==> config.mk <==
export PLATFORM = sky130hd
export DESIGN_NAME = mux_21_arbiter
export DESIGN_NICKNAME = d
export VERILOG_FILES = /design/src/rtl/mux_21_arbiter.sv
export SDC_FILE = /design/constraint.sdc
export NUM_CORES = 1
export LEC_CHECK = 0
export CORE_AREA = 8 8 45 47
export DETAILED_ROUTE_END_ITERATION = 8
export DIE_AREA = 0 0 53 55
export DONT_BUFFER_PORTS = 1
export GPL_ROUTABILITY_DRIVEN = 1
export PLACE_DENSITY_LB_ADDON = 0.25
export SLEW_MARGIN = 30
export SYNTH_ARGS = -nofsm -noshare
export SYNTH_HDL_FRONTEND = slang
export SYNTH_SLANG_ARGS = --single-unit
export TNS_END_PERCENT = 20
==> constraint.sdc <==
create_clock -name clk -period 1.19 [get_ports clk]
set_input_delay 0.1785 -clock clk [delete_from_list [all_inputs] [get_ports clk]]
set_output_delay 0.1785 -clock clk [all_outputs]
set_load 0.005 [all_outputs]
==> src/rtl/mux_21_arbiter.sv <==
// Round-robin arbiter that drives the select of a downstream 2:1 mux.
// Optional grant watchdog: define MUX_21_ARBITER_TIMEOUT_EN.
module mux_21_arbiter #(
  parameter int unsigned MAX_HOLD = 8
) (
  input  logic       clk,
  input  logic       rst_n,
  input  logic [1:0] req,
  input  logic       done,
  output logic       sel,
  output logic [1:0] gnt,
  output logic       busy,
  output logic       timeout
);

  typedef enum logic [1:0] {IDLE, GNT0, GNT1} state_e;

  if (MAX_HOLD < 2 || MAX_HOLD > 16) begin : g_bad_max_hold
    $error("mux_21_arbiter: MAX_HOLD must be in 2..16");
  end

  // NOTE: reset asserts asynchronously but is released through two flops, so
  // the state machine never leaves reset on an edge that is racing rst_n.
  logic [1:0] rst_sync_q, rst_sync_d;
  logic       arst_n;

  always_comb rst_sync_d = {rst_sync_q[0], 1'b1};

  always_ff @(posedge clk or negedge rst_n) begin
    if (!rst_n) rst_sync_q <= '0;
    else        rst_sync_q <= rst_sync_d;
  end

  assign arst_n = rst_sync_q[1];

  state_e     state_q, state_d;
  logic       last_q, last_d;
  logic       sel_q, sel_d;
  logic [1:0] gnt_q, gnt_d;
  logic       busy_q, busy_d;

  logic cur, in_gnt, release_ev, hold_expired, force_rel, arbitrate, winner;

  // With both requests up the source that was not granted last wins.
  function automatic logic pick(input logic [1:0] r, input logic l);
    return (r == 2'b11) ? ~l : r[1];
  endfunction

  // NOTE: every signal gets a default before any branch so no latch is inferred.
  always_comb begin
    state_d    = state_q;
    last_d     = last_q;
    sel_d      = sel_q;
    gnt_d      = gnt_q;
    busy_d     = busy_q;
    cur        = (state_q == GNT1);
    in_gnt     = (state_q != IDLE);
    release_ev = in_gnt && (done || !req[cur]);
    force_rel  = in_gnt && !release_ev && hold_expired;
    arbitrate  = !in_gnt || release_ev || force_rel;
    winner     = pick(req, last_q);
    if (arbitrate) begin
      if (req == 2'b00) begin
        state_d = IDLE;
        gnt_d   = 2'b00;
        busy_d  = 1'b0;
      end else begin
        state_d = winner ? GNT1 : GNT0;
        last_d  = winner;
        sel_d   = winner;
        gnt_d   = winner ? 2'b10 : 2'b01;
        busy_d  = 1'b1;
      end
    end
  end

  // NOTE: sequential state uses non-blocking assignments only.
  always_ff @(posedge clk or negedge arst_n) begin
    if (!arst_n) begin
      state_q <= IDLE;
      last_q  <= 1'b1;
      sel_q   <= 1'b0;
      gnt_q   <= 2'b00;
      busy_q  <= 1'b0;
    end else begin
      state_q <= state_d;
      last_q  <= last_d;
      sel_q   <= sel_d;
      gnt_q   <= gnt_d;
      busy_q  <= busy_d;
    end
  end

  assign sel  = sel_q;
  assign gnt  = gnt_q;
  assign busy = busy_q;

`ifdef MUX_21_ARBITER_TIMEOUT_EN
  logic [3:0] cnt_q, cnt_d;
  logic       timeout_q, timeout_d;
  logic       grant_entry;

  assign grant_entry  = arbitrate && (req != 2'b00);
  // The MAX_HOLD-th edge of a grant sees the counter at MAX_HOLD-1.
  assign hold_expired = (cnt_q == 4'(MAX_HOLD - 1));

  always_comb begin
    cnt_d     = cnt_q;
    timeout_d = force_rel;
    if (grant_entry) cnt_d = 4'd0;
    else if (in_gnt) cnt_d = cnt_q + 4'd1;
  end

  always_ff @(posedge clk or negedge arst_n) begin
    if (!arst_n) begin
      cnt_q     <= 4'd0;
      timeout_q <= 1'b0;
    end else begin
      cnt_q     <= cnt_d;
      timeout_q <= timeout_d;
    end
  end

  assign timeout = timeout_q;
`else
  assign hold_expired = 1'b0;
  assign timeout      = 1'b0;
`endif

endmodule

======== Word-level counts from Yosys, hierarchy flattened ========
Cells that the tools add are included.
operators by class
  magnitude comparators ................... 1
  reduce and logical (&&, ||, !) cells .... 8
  bitwise operators ....................... 2
  eq/ne operators ......................... 2
  multiplexer cells ....................... 6
operators by type and width
  kind                                                                          count
  2-bit == test, second input constant                                          2
  1-bit two-way mux                                                             4
  2-bit two-way mux                                                             2
  1-bit zero test                                                               2
  2-bit zero test                                                               1
  1-bit logical OR                                                              2
  1-bit by 2-bit less-than comparator with 1-bit output, second input constant  1
  1-bit inverter                                                                2
  2-bit AND reduction                                                           1
  2-bit nonzero test                                                            1
  1-bit logical AND                                                             1
word-level totals
  bits in registers ....................... 7
  bits of input ports ..................... 5
  logic and storage cells ................. 24
  output and inout port bits .............. 5

======== Logic depth before layout (Yosys ltp) ========
Gate-level depths: netlist of the first run.
  word-level depth ........................ 8
  gate-level depth with buffers ........... 3

======== Worst setup path before layout of the first run ========
Ideal clock, no wire load.
  path type ............................... flip-flop to flip-flop
  from .................................... register state_q[0]
  to ...................................... register busy_q, in the netlist busy
  data required time ...................... 1064 ps
  slack ................................... 191 ps
  library setup time ...................... 126 ps
  arrival time ............................ 873 ps
  path buffers ............................ 0
  cell stages (with the launch flop) ...... 4
  clock period less this slack ............ 999 ps
  cells stage by stage .................... dfrtp_1 and2_1 a31oi_1 o32a_1
on the way
  word-level cells in the longest chain between the ends .. 7
  elaborated cells on any way between the ends .. 9
ends and longest elaborated chain
  element                                                line  source
  from (decl)                                            36    state_e state_q, state_d;
  from (signal assigned)                                 86    state_q <= state_d;
  2-bit == test                                          56    cur = (state_q == GNT1);
  1-bit two-way mux (implied by the code) (2 in series)  58    release_ev = in_gnt && (done || !req[cur]);
  1-bit zero test                                        58
  1-bit logical OR                                       58
  1-bit logical AND                                      58
  1-bit logical OR (*)                                   60    arbitrate = !in_gnt || release_ev || force_rel;
  to (signal assigned)                                   90    busy_q <= busy_d;
  to (decl)                                              40    logic busy_q, busy_d;
Every way passes the cells marked *; elsewhere a longest branch is shown, timed or not. The select of a mux whose other input is x is not followed.
A chain may end at the register's enable or synchronous reset.

======== Worst setup path in the final report of the first run ========
  from .................................... register state_q[1]
  to ...................................... register state_q[0]
on the way
  word-level cells in the longest chain between the ends .. 7
  elaborated cells on any way between the ends .. 9
ends and longest elaborated chain
  element                                                line
  2-bit == test                                          56
  1-bit two-way mux (implied by the code) (2 in series)  58
  1-bit zero test                                        58
  1-bit logical OR                                       58
  1-bit logical AND                                      58
  1-bit logical OR (*)                                   60
Marked as above.

==> flow_summary.ini, run 1 <==
[clock_network]
cts_tree = built
clk_pin_slew_worst_paths_ps = 50
clock_latency_of_the_later_clocked_register_in_the_worst_skew_pair_ps = 240
cts-root-to-sink-buffers = 2
tritoncts_num_sinks = 7
postCtsSetupRepairBufs = 0
cts_htree_levels = 1
clockRootBuffer = sky130_fd_sc_hd__clkbuf_4
tritoncts.num_buffers = 3

[floorplan]
num_io_pins = 10
die_height_um = 55
floorplan.die.width_um = 53
fp.coreArea_um2 = 1380
fp-row-count = 14
initial_utilization = 0.249
floorplan.die_area_um2 = 2920

[layout]
num-nets-final = 42
layout_commonest_cell = sky130_fd_sc_hd__dfrtp_1
drive_gt1_frac = 0.167
antenna-diode-count = 0
flow.area_growth_from_synthesis_pct = 14.5
final_cell_mix = 5 x sky130_fd_sc_hd__dfrtp_1, 3 x sky130_fd_sc_hd__a21oi_1, 3 x sky130_fd_sc_hd__clkbuf_4

[worst_setup_path]
regToRegSetupSlack_ps = 110
worst-endpoint-arrival_ps = 1220
cp_slowest_cell = sky130_fd_sc_hd__dfrtp_1
timing.critical_path.buf_inv = 0
critical_path_class = reg2reg
crit_path_max_fanout = 6
critPathTopFamily = flip-flops
worstPathRequired_ps = 1320
setup_crit_end_kind = flop
slowest_delay_ps = 450
timing.critical_path.cells = nor2b_1, o211ai_1, and2_1
crit_path_start_kind = flop

[timing]
grt_setup_unrepaired = no
finalCriticalPeriod_ps = 1080
hold_viol_final = 0
tns_ps = 0
finalClockSkew_ps = 1.69
slew_violations = 0
timing.fmax_mhz = 923
fin_ws_ps = 106
crit_share_post_route = 0.911
setup_violations = 0

[placement]
detailedPlace.worstSlack_ps = 80.4
gp_congestion = 0.706
io_buffer_count = 0
place_hpwl_um = 600

[outcome]
outcome = finished clean

[global_route]
grt_pass1_wl_um = 1150
grt_start_max_net_pins = 8
antenna_found_initial = 0
grt_usage = 0.0571
vias_in_the_first_global_route = 269
grt_overflow_total = 0

[synth]
synth_top_cell_by_area = sky130_fd_sc_hd__dfrtp_1
synthesis.area_um2 = 344
synth_seq_cells = 7
average_footprint_of_a_synthesized_cell_um2 = 10.8
synthDistinctLibCells = 19
post-synth-top-area-fraction = 0.436
synthesis.instances = 32
yosys-top-cells-area = sky130_fd_sc_hd__dfrtp_1 44%, sky130_fd_sc_hd__dfstp_2 7.6%, sky130_fd_sc_hd__a21oi_1 4.4%
ys_warn_count = 0
seq_area_frac_synth = 0.513
nets_in_the_synthesized_netlist = 37

[detailed_routing]
antenna_left = 0
route.detailed.drc = 0
detail_route.vias_per_cell = 4.94
totalWireLength_um = 720
firstDrtPassIters = 2
initialDrtViolationCount = 5
avgRoutedWirePerCell_um = 13.8
via_count = 257

[power]
power.sequential.fraction = 0.520
leakage_nw = 0.163
vdd_drop_max_mv = 0.386
power_density_over_the_cells_nw_per_um2 = 1510
p_int_mw = 0.446
switch_share = 0.252
clock_power_share = 0.349
netSwitchingPower_mw = 0.150
comb_power_share = 0.132

[run]
timing.max_cap.violations = 0

[min_path]
min_path_type = in2reg
cells by family (layout without fill, tap and decap cells):
kind of cell / Yosys count / after routing / share of synthesized area
flip-flops: 7 / 7 / 0.513
AND/OR/NAND/NOR: 8 / 8 / 0.156
other: 2 / 2 / 0.0218
buffers and inverters: 3 / 7 / 0.0437
AO/OA/AOI/OAI: 12 / 12 / 0.265
area by class of cell:
cell class                 count  area, µm²
fill                         148        990
inverter                       2       7.51
clock buffer                   4       26.3
timing repair buffer           1       10.0
tap                           16       20.0
sequential                     7        178
multi-input combinational     22        153
synth_stat cells:
cell type / count
sky130_fd_sc_hd__and2_1: 2
sky130_fd_sc_hd__a21oi_1: 3
sky130_fd_sc_hd__buf_4: 1
sky130_fd_sc_hd__a21o_1: 1
sky130_fd_sc_hd__o21ba_2: 1
sky130_fd_sc_hd__o21ba_1: 1
sky130_fd_sc_hd__a22o_1: 1
sky130_fd_sc_hd__o221ai_1: 1
sky130_fd_sc_hd__inv_1: 2
sky130_fd_sc_hd__conb_1: 2
sky130_fd_sc_hd__o211ai_1: 2
sky130_fd_sc_hd__a31oi_1: 1
sky130_fd_sc_hd__dfrtp_1: 6
sky130_fd_sc_hd__nand2b_1: 2
sky130_fd_sc_hd__dfstp_2: 1
sky130_fd_sc_hd__nor4b_1: 1
sky130_fd_sc_hd__nand3b_1: 1
sky130_fd_sc_hd__o32a_1: 1
sky130_fd_sc_hd__nor2b_1: 2
per-layer routing:
metal	vias up	wire (µm)	track usage
met5	-	0	0
met4	0	19	0.0517
met3	2	123	0.0401
met2	12	350	0.0977
met1	123	227	0.0416
li1	120	-	-
flip-flops by register name (all words and copies together) (netlist names):
| name | count |
|---|---|
| last_q | 1 |
| sel | 1 |
| state_q | 2 |
| rst_sync_q | 2 |
| busy | 1 |
metrics by stage:
step	utilization	cells	hold slack, ps	instance area [µm²]	power [mW]
floorplan	-	32	-117	344	0.371
global placement	0.258	47	-117	357	0.385
detailed placement	0.258	47	-117	357	0.390
CTS	0.284	52	48.1	393	0.611
global route	0.285	52	50.6	394	0.641
finish	0.285	52	54.7	394	0.596
path summary, 6_finish.rpt:
path,to,startpoint,depth (start not counted)
worst max-delay path,state_q[0],state_q[1],3
worst min-delay path,last_q,req[1],1
worst max register to register,state_q[0],state_q[1],3
worst min register to register,sel,rst_sync_q[1],0
max in group asynchronous,last_q,rst_sync_q[1],0
min in group asynchronous,sel,rst_sync_q[1],0
worst reg2reg max path: cells and delay by family, from the launching register on:
kind               cells  cell delay [ps]
and+or+nand+nor        2              390
AOI/OAI and AO/OA      1              120
DFF                    1              450
power groups by stage:
stage	combinational (mW)	sequential [mW]	clock [mW]
2_1_floorplan	0.0681	0.303	0
3_3_place_gp	0.0722	0.313	0
3_5_place_dp	0.0753	0.315	0
4_1_cts	0.0792	0.311	0.222
5_1_grt	0.0886	0.315	0.237
6_report	0.0784	0.310	0.208
repair_timing:
action,in CTS,in global routing
hold endpoints to repair,2,0
hold buffers,1,0
resized for setup,0,1
setup endpoints to repair,0,1
(Power assumes the default switching activity.)
==> run 2, diff against run 1 <==
--- a/config.mk
+++ b/config.mk
@@ -5,6 +5,7 @@
 export SDC_FILE = /design/constraint.sdc
 export NUM_CORES = 1
 export LEC_CHECK = 0
+export ABC_AREA = 1
 export CORE_AREA = 8 8 45 47
 export DETAILED_ROUTE_END_ITERATION = 8
 export DIE_AREA = 0 0 53 55
==> run 2 against run 1 <==
  * Count of clock-buffer cells in the layout unchanged
  * Non-clock buffer count unchanged
  * Global-route usage decreased by 1.5 points
  * Sequential share of layout area increased by 3.4 points
  * Total power increased by 2.8%
  * Via count decreased by 21%
  * Cell area decreased by 7.6%
  * Flip-flop and latch count unchanged
  * Register-to-register slack improved by 140 ps
  * Setup slack improved by 140 ps
  * Largest cell class unchanged
==> flow_summary.ini, run 2 <==
[clock_network]
tritoncts.num_buffers = 3
clock_latency_of_the_later_clocked_register_in_the_worst_skew_pair_ps = 240
cts_htree_levels = 1
tritoncts_num_sinks = 7
post_cts.resized_instances = 0
clockRootBuffer = sky130_fd_sc_hd__clkbuf_4
cts-root-to-sink-buffers = 2
clk_pin_slew_worst_paths_ps = 50
cts_tree = built

[synth]
post_synth_xor_area_fraction = 0
synth_seq_cells = 7
post-synth-top-area-fraction = 0.476
synth_top_cell_by_area = sky130_fd_sc_hd__dfrtp_1
synth_simple_gate_area_share = 0.246
synth_top_cells_by_count = 6 x sky130_fd_sc_hd__dfrtp_1, 6 x sky130_fd_sc_hd__nand2_1, 5 x sky130_fd_sc_hd__inv_1
yosys-top-cells-area = sky130_fd_sc_hd__dfrtp_1 48%, sky130_fd_sc_hd__dfstp_2 8.3%, sky130_fd_sc_hd__nand2_1 7.1%
synthesis.area_um2 = 315
synthesis.instances = 34
synth-async-reset-ratio = 1.00
average_footprint_of_a_synthesized_cell_um2 = 9.27
ys_warn_count = 0
main_combinational_cell_family_by_area_after_synthesis = simple AND/OR/NAND/NOR gates
yosys-mux-area-fraction = 0
ys.flop_type = sky130_fd_sc_hd__dfrtp_1
area_share_of_fa_ha_maj_cells_after_synthesis = 0
share_of_the_synthesized_area_in_compound_gates_ao_oa_aoi_oai = 0.0635
synthDistinctLibCells = 14
nets_in_the_synthesized_netlist = 39
synth_enable_flop_cells = 0
seq_area_frac_synth = 0.560

[detailed_routing]
totalWireLength_um = 521
antenna_left = 0
detail_route.vias_per_cell = 3.74
dr_wl_met3_um = 78
routedLengthMet1_um = 155
initialDrtViolationCount = 6
firstDrtPassIters = 4
highest-signal-layer = met3
avgRoutedWirePerCell_um = 9.65
routed-wl-met2_um = 288
route.detailed.drc = 0
via_count = 202

[power]
vdd_drop_max_mv = 0.485
power.sequential.fraction = 0.515
clock_power_share = 0.331
switch_share = 0.273
leakage_nw = 0.181
netSwitchingPower_mw = 0.167
power_density_over_the_cells_nw_per_um2 = 1680
comb_power_share = 0.154
p_int_mw = 0.446

[timing]
crit_share_post_route = 0.795
finalCriticalPeriod_ps = 947
timing.fmax_mhz = 1060
finalClockSkew_ps = 0.501
hold_viol_final = 0
slew_violations = 0
tns_ps = 0
setup_violations = 0
grt_setup_unrepaired = no

[layout]
num-nets-final = 44
fillCellCount = 160
drive_gt1_frac = 0.263
flow.area_growth_from_synthesis_pct = 15.5
layout_cell_area_excl_fill_um2 = 364
reg.largest.list = rst_sync_q (2), state_q (2)
antenna-diode-count = 0
final_cell_mix = 6 x sky130_fd_sc_hd__nand2_1, 6 x sky130_fd_sc_hd__dfrtp_1, 5 x sky130_fd_sc_hd__inv_1

[global_route]
grt_start_max_net_pins = 7
antenna_found_initial = 0
grt_usage = 0.0422
grt_pass1_wl_um = 855
vias_in_the_first_global_route = 226
grt_overflow_total = 0

[worst_setup_path]
setup_crit_end_kind = flop
worst-endpoint-arrival_ps = 1080
crit_path_max_fanout = 6
crit_path_start_kind = flop
critical_path_class = reg2reg
worstPathRequired_ps = 1320

[outcome]
outcome = finished clean

[floorplan]
floorplan.die.width_um = 53
fp-row-count = 14
die_height_um = 55
initial_utilization = 0.228
fp.coreArea_um2 = 1380
num_io_pins = 10
floorplan.die_area_um2 = 2920

[min_path]
min_path_type = reg2async

[placement]
io_buffer_count = 0
post_place_cell_area_um2 = 328
gp_congestion = 0.631
place_hpwl_um = 478

[run]
timing.max_cap.violations = 0
-- run 2: what timing repair did --
| action | CTS | global route |
|---|---|---|
| hold buffers | 1 | 0 |
| endpoints found under the hold margin | 2 | 0 |
| buffers inserted | 0 | 0 |
-- run 2: critical path, stage by stage, from the launching register on --
cell and delay, ps:
sky130_fd_sc_hd__dfrtp_1 410, sky130_fd_sc_hd__inv_1 100, sky130_fd_sc_hd__nand2_2 70, sky130_fd_sc_hd__nand3_4 100
sky130_fd_sc_hd__nand2_4 60, sky130_fd_sc_hd__nand2_1 50, sky130_fd_sc_hd__nand2_1 50
-- run 2: cells by family (layout without fill, tap and decap cells) --
family	Yosys count	after routing
AOI/OAI and AO/OA	4	4
buffers and inverters	8	12
DFF	7	7
other	2	2
and+or+nand+nor	13	13
-- run 2: stage by stage --
step | cells | total power [mW] | hold WS [ps] | setup slack, ps | utilization
after floorplan | 34 | 0.394 | -117 | 310 | -
after global placement | 49 | 0.413 | -117 | 246 | 0.237
after detailed placement | 49 | 0.416 | -117 | 227 | 0.237
after CTS | 54 | 0.632 | 86.4 | 217 | 0.263
after global routing | 54 | 0.665 | 107 | 120 | 0.263
final | 54 | 0.613 | 76.6 | 243 | 0.263
-- run 2: final timing paths --
kind | slack (ps) | cells after the start | from | endpoint
worst max-delay path | 240 | 6 | state_q[0] | sel
worst min-delay path | 80 | 0 | rst_sync_q[1] | busy
worst min register to register | 80 | 0 | rst_sync_q[1] | busy
worst max register to register | 240 | 6 | state_q[0] | sel
max in group asynchronous | 870 | 0 | rst_sync_q[1] | last_q
min in group clk | 140 | 3 | req[0] | last_q
-- run 2: area by class of cell --
class	count	area [µm²]	share of cell area
flip-flops and latches	7	176	0.485
multi-input cells	19	105	0.289
clock buffers	4	26.3	0.0722
inverters	7	26.3	0.0722
well taps	16	20.0	0.0550
repair buffers	1	10.0	0.0275
-- run 2: power groups by stage --
stage          logic [mW]  clock network (mW)  registers [mW]
3_3_place_gp       0.0907                   0           0.322
5_1_grt             0.111               0.230           0.324
2_1_floorplan      0.0830                   0           0.311
4_1_cts            0.0974               0.215           0.319
6_report           0.0946               0.203           0.316
3_5_place_dp       0.0933                   0           0.323
-- run 2: per-layer routing --
metal / track usage / vias to the layer above
met4: 0.0388 / 0
met1: 0.0307 / 93
met3: 0.0348 / 0
met2: 0.0684 / 6
met5: 0 / -
li1: - / 103
==> run 3, diff against run 2 <==
==> constraint.sdc (replaced) <==
create_clock -name clk -period 0.89 [get_ports clk]
set_input_delay 0.1335 -clock clk [delete_from_list [all_inputs] [get_ports clk]]
set_output_delay 0.1335 -clock clk [all_outputs]
set_load 0.005 [all_outputs]
==> run 3 against run 2 <==
  * The run now ends with negative setup slack left
  * Combinational power grew 120%
  * Cell area grew 13%
  * Die area is the same
  * Setup slack lost 280 ps
  * Flip-flop and latch count is the same
  * Sequential power grew 34%
  * Global-route usage grew 0.78 points
  * Critical path type unchanged
  * Highest routed layer unchanged
==> flow_summary.ini, run 3 (same netlist as run 2, synthesis figures left out) <==
[outcome]
outcome = complete, but fails checks
violations_in_the_final_reports = negative setup slack

[clock_network]
tritoncts.num_buffers = 3
cts_htree_levels = 1
clockRootBuffer = sky130_fd_sc_hd__clkbuf_4
cts_tree = built
tritoncts_num_sinks = 7
cts-root-to-sink-buffers = 2
clk_pin_slew_worst_paths_ps = 50
clock_latency_of_the_later_clocked_register_in_the_worst_skew_pair_ps = 240

[detailed_routing]
initialDrtViolationCount = 0
avgRoutedWirePerCell_um = 9.97
route.detailed.drc = 0
totalWireLength_um = 578
firstDrtPassIters = 1
detail_route.vias_per_cell = 3.88
via_count = 225
antenna_left = 0

[run]
timing.max_cap.violations = 0

[floorplan]
floorplan.die_area_um2 = 2920
fp.coreArea_um2 = 1380
die_height_um = 55
fp-row-count = 14
num_io_pins = 10
initial_utilization = 0.228
floorplan.die.width_um = 53

[global_route]
antenna_found_initial = 0
vias_in_the_first_global_route = 236
grt_usage = 0.0501
grt_pass1_wl_um = 979
grt_overflow_total = 0
grt_start_max_net_pins = 7

[timing]
finalClockSkew_ps = 0.272
hold_viol_final = 0
slew_violations = 0
fin_ws_ps = -38.2
setup_violations = 6
crit_share_post_route = 1.04
finalCriticalPeriod_ps = 928
timing.fmax_mhz = 1080
grt_setup_unrepaired = yes

[layout]
layout_commonest_cell = sky130_fd_sc_hd__dfrtp_1
reg.largest.list = rst_sync_q (2), state_q (2)
drive_gt1_frac = 0.405
antenna-diode-count = 0
layout_cell_area_excl_fill_um2 = 413
final_cell_mix = 6 x sky130_fd_sc_hd__dfrtp_1, 5 x sky130_fd_sc_hd__nand2_1, 4 x sky130_fd_sc_hd__inv_1
fillCellCount = 147
num-nets-final = 48
flow.area_growth_from_synthesis_pct = 31.0

[min_path]
holdCritStartpoint = req[0]
min_path_type = in2reg

[worst_setup_path]
timing.reg2reg.worst_path_depth = 6
regToRegSetupSlack_ps = -40
rr_endpoint = sel
worst_setup_path_endpoint = sel
critical_path_class = reg2reg
crit_path_max_fanout = 6
crit-reg2reg-launch = state_q[0]
worstPathRequired_ps = 1020
crit_path_start_kind = flop
worstSetupStartpoint = state_q[0]
setup_crit_end_kind = flop
worst-endpoint-arrival_ps = 1060

[placement]
post_place_cell_area_um2 = 350
gp_congestion = 0.642
io_buffer_count = 0
place_hpwl_um = 502

[power]
power_density_over_the_cells_nw_per_um2 = 2180
leakage_nw = 0.205
p_total_mw = 0.900
vdd_drop_max_mv = 0.713
==> run 3: changes by cell type in the layout (fill, tap and decap cells not counted), sizes merged <==
cell / previous run / this run
buf: 0 / 4
==> run 3: where the power goes <==
part           leakage [nW]  internal, mW  switching [mW]
sequential           0.0811         0.378          0.0444
clock                0.0150         0.170          0.0997
combinational         0.109         0.105           0.103
total                 0.205         0.653           0.247
==> run 3: layout make-up <==
class                   count  area [µm²]  share of cell area
multi-input cells          19         116               0.282
clock buffers               4        26.3              0.0636
repair buffers              5        47.5               0.115
flip-flops and latches      7         176               0.427
inverters                   7        26.3              0.0636
well taps                  16        20.0              0.0485
==> run 3: metrics by stage <==
| step | TNS (ps) | utilization | instances | setup slack (ps) | hold WS (ps) |
|---|---|---|---|---|---|
| floorplan | 0 | - | 34 | 10.1 | -162 |
| global placement | -23.0 | 0.253 | 52 | -23.0 | -162 |
| detailed placement | -44.7 | 0.253 | 52 | -30.6 | -162 |
| CTS | -130 | 0.290 | 58 | -36.7 | 86.5 |
| global route | -556 | 0.298 | 58 | -102 | 61.2 |
| finish | -105 | 0.298 | 58 | -38.2 | 64.3 |
==> run 3: layer usage <==
metal	GRT usage	part of all wire	wire length, µm	up-vias
li1	-	-	-	115
met1	0.0372	0.29	166	105
met2	0.0840	0.60	348	5
met3	0.0321	0.11	62	0
met4	0.0517	0	0	0
met5	0	0	0	-
==> run 3: worst max-delay path, stage by stage (launching register included) <==
cell                      delay (ps)
sky130_fd_sc_hd__dfrtp_1         410
sky130_fd_sc_hd__inv_2            80
sky130_fd_sc_hd__nand2_2          60
sky130_fd_sc_hd__nand3_4         110
sky130_fd_sc_hd__nand2_4          60
sky130_fd_sc_hd__nand2_1          50
sky130_fd_sc_hd__nand2_1          50
==> run 3: worst min-delay path by stage <==
stage                    endpoint  slack [ps]  cells past startpoint
finish                     last_q          60                      3
global route               last_q          60                      3
detailed placement  rst_sync_q[0]        -160                      0
CTS                          busy          90                      0
global placement    rst_sync_q[0]        -160                      0
floorplan           rst_sync_q[0]        -160                      0
==> run 3: timing repair <==
action,CTS,global route
buffers inserted,1,0
hold buffers,1,0
gates resized for setup,3,3
endpoints found under the setup margin,7,7
pin swaps,3,2
hold endpoints to repair,2,0
gates cloned,0,0
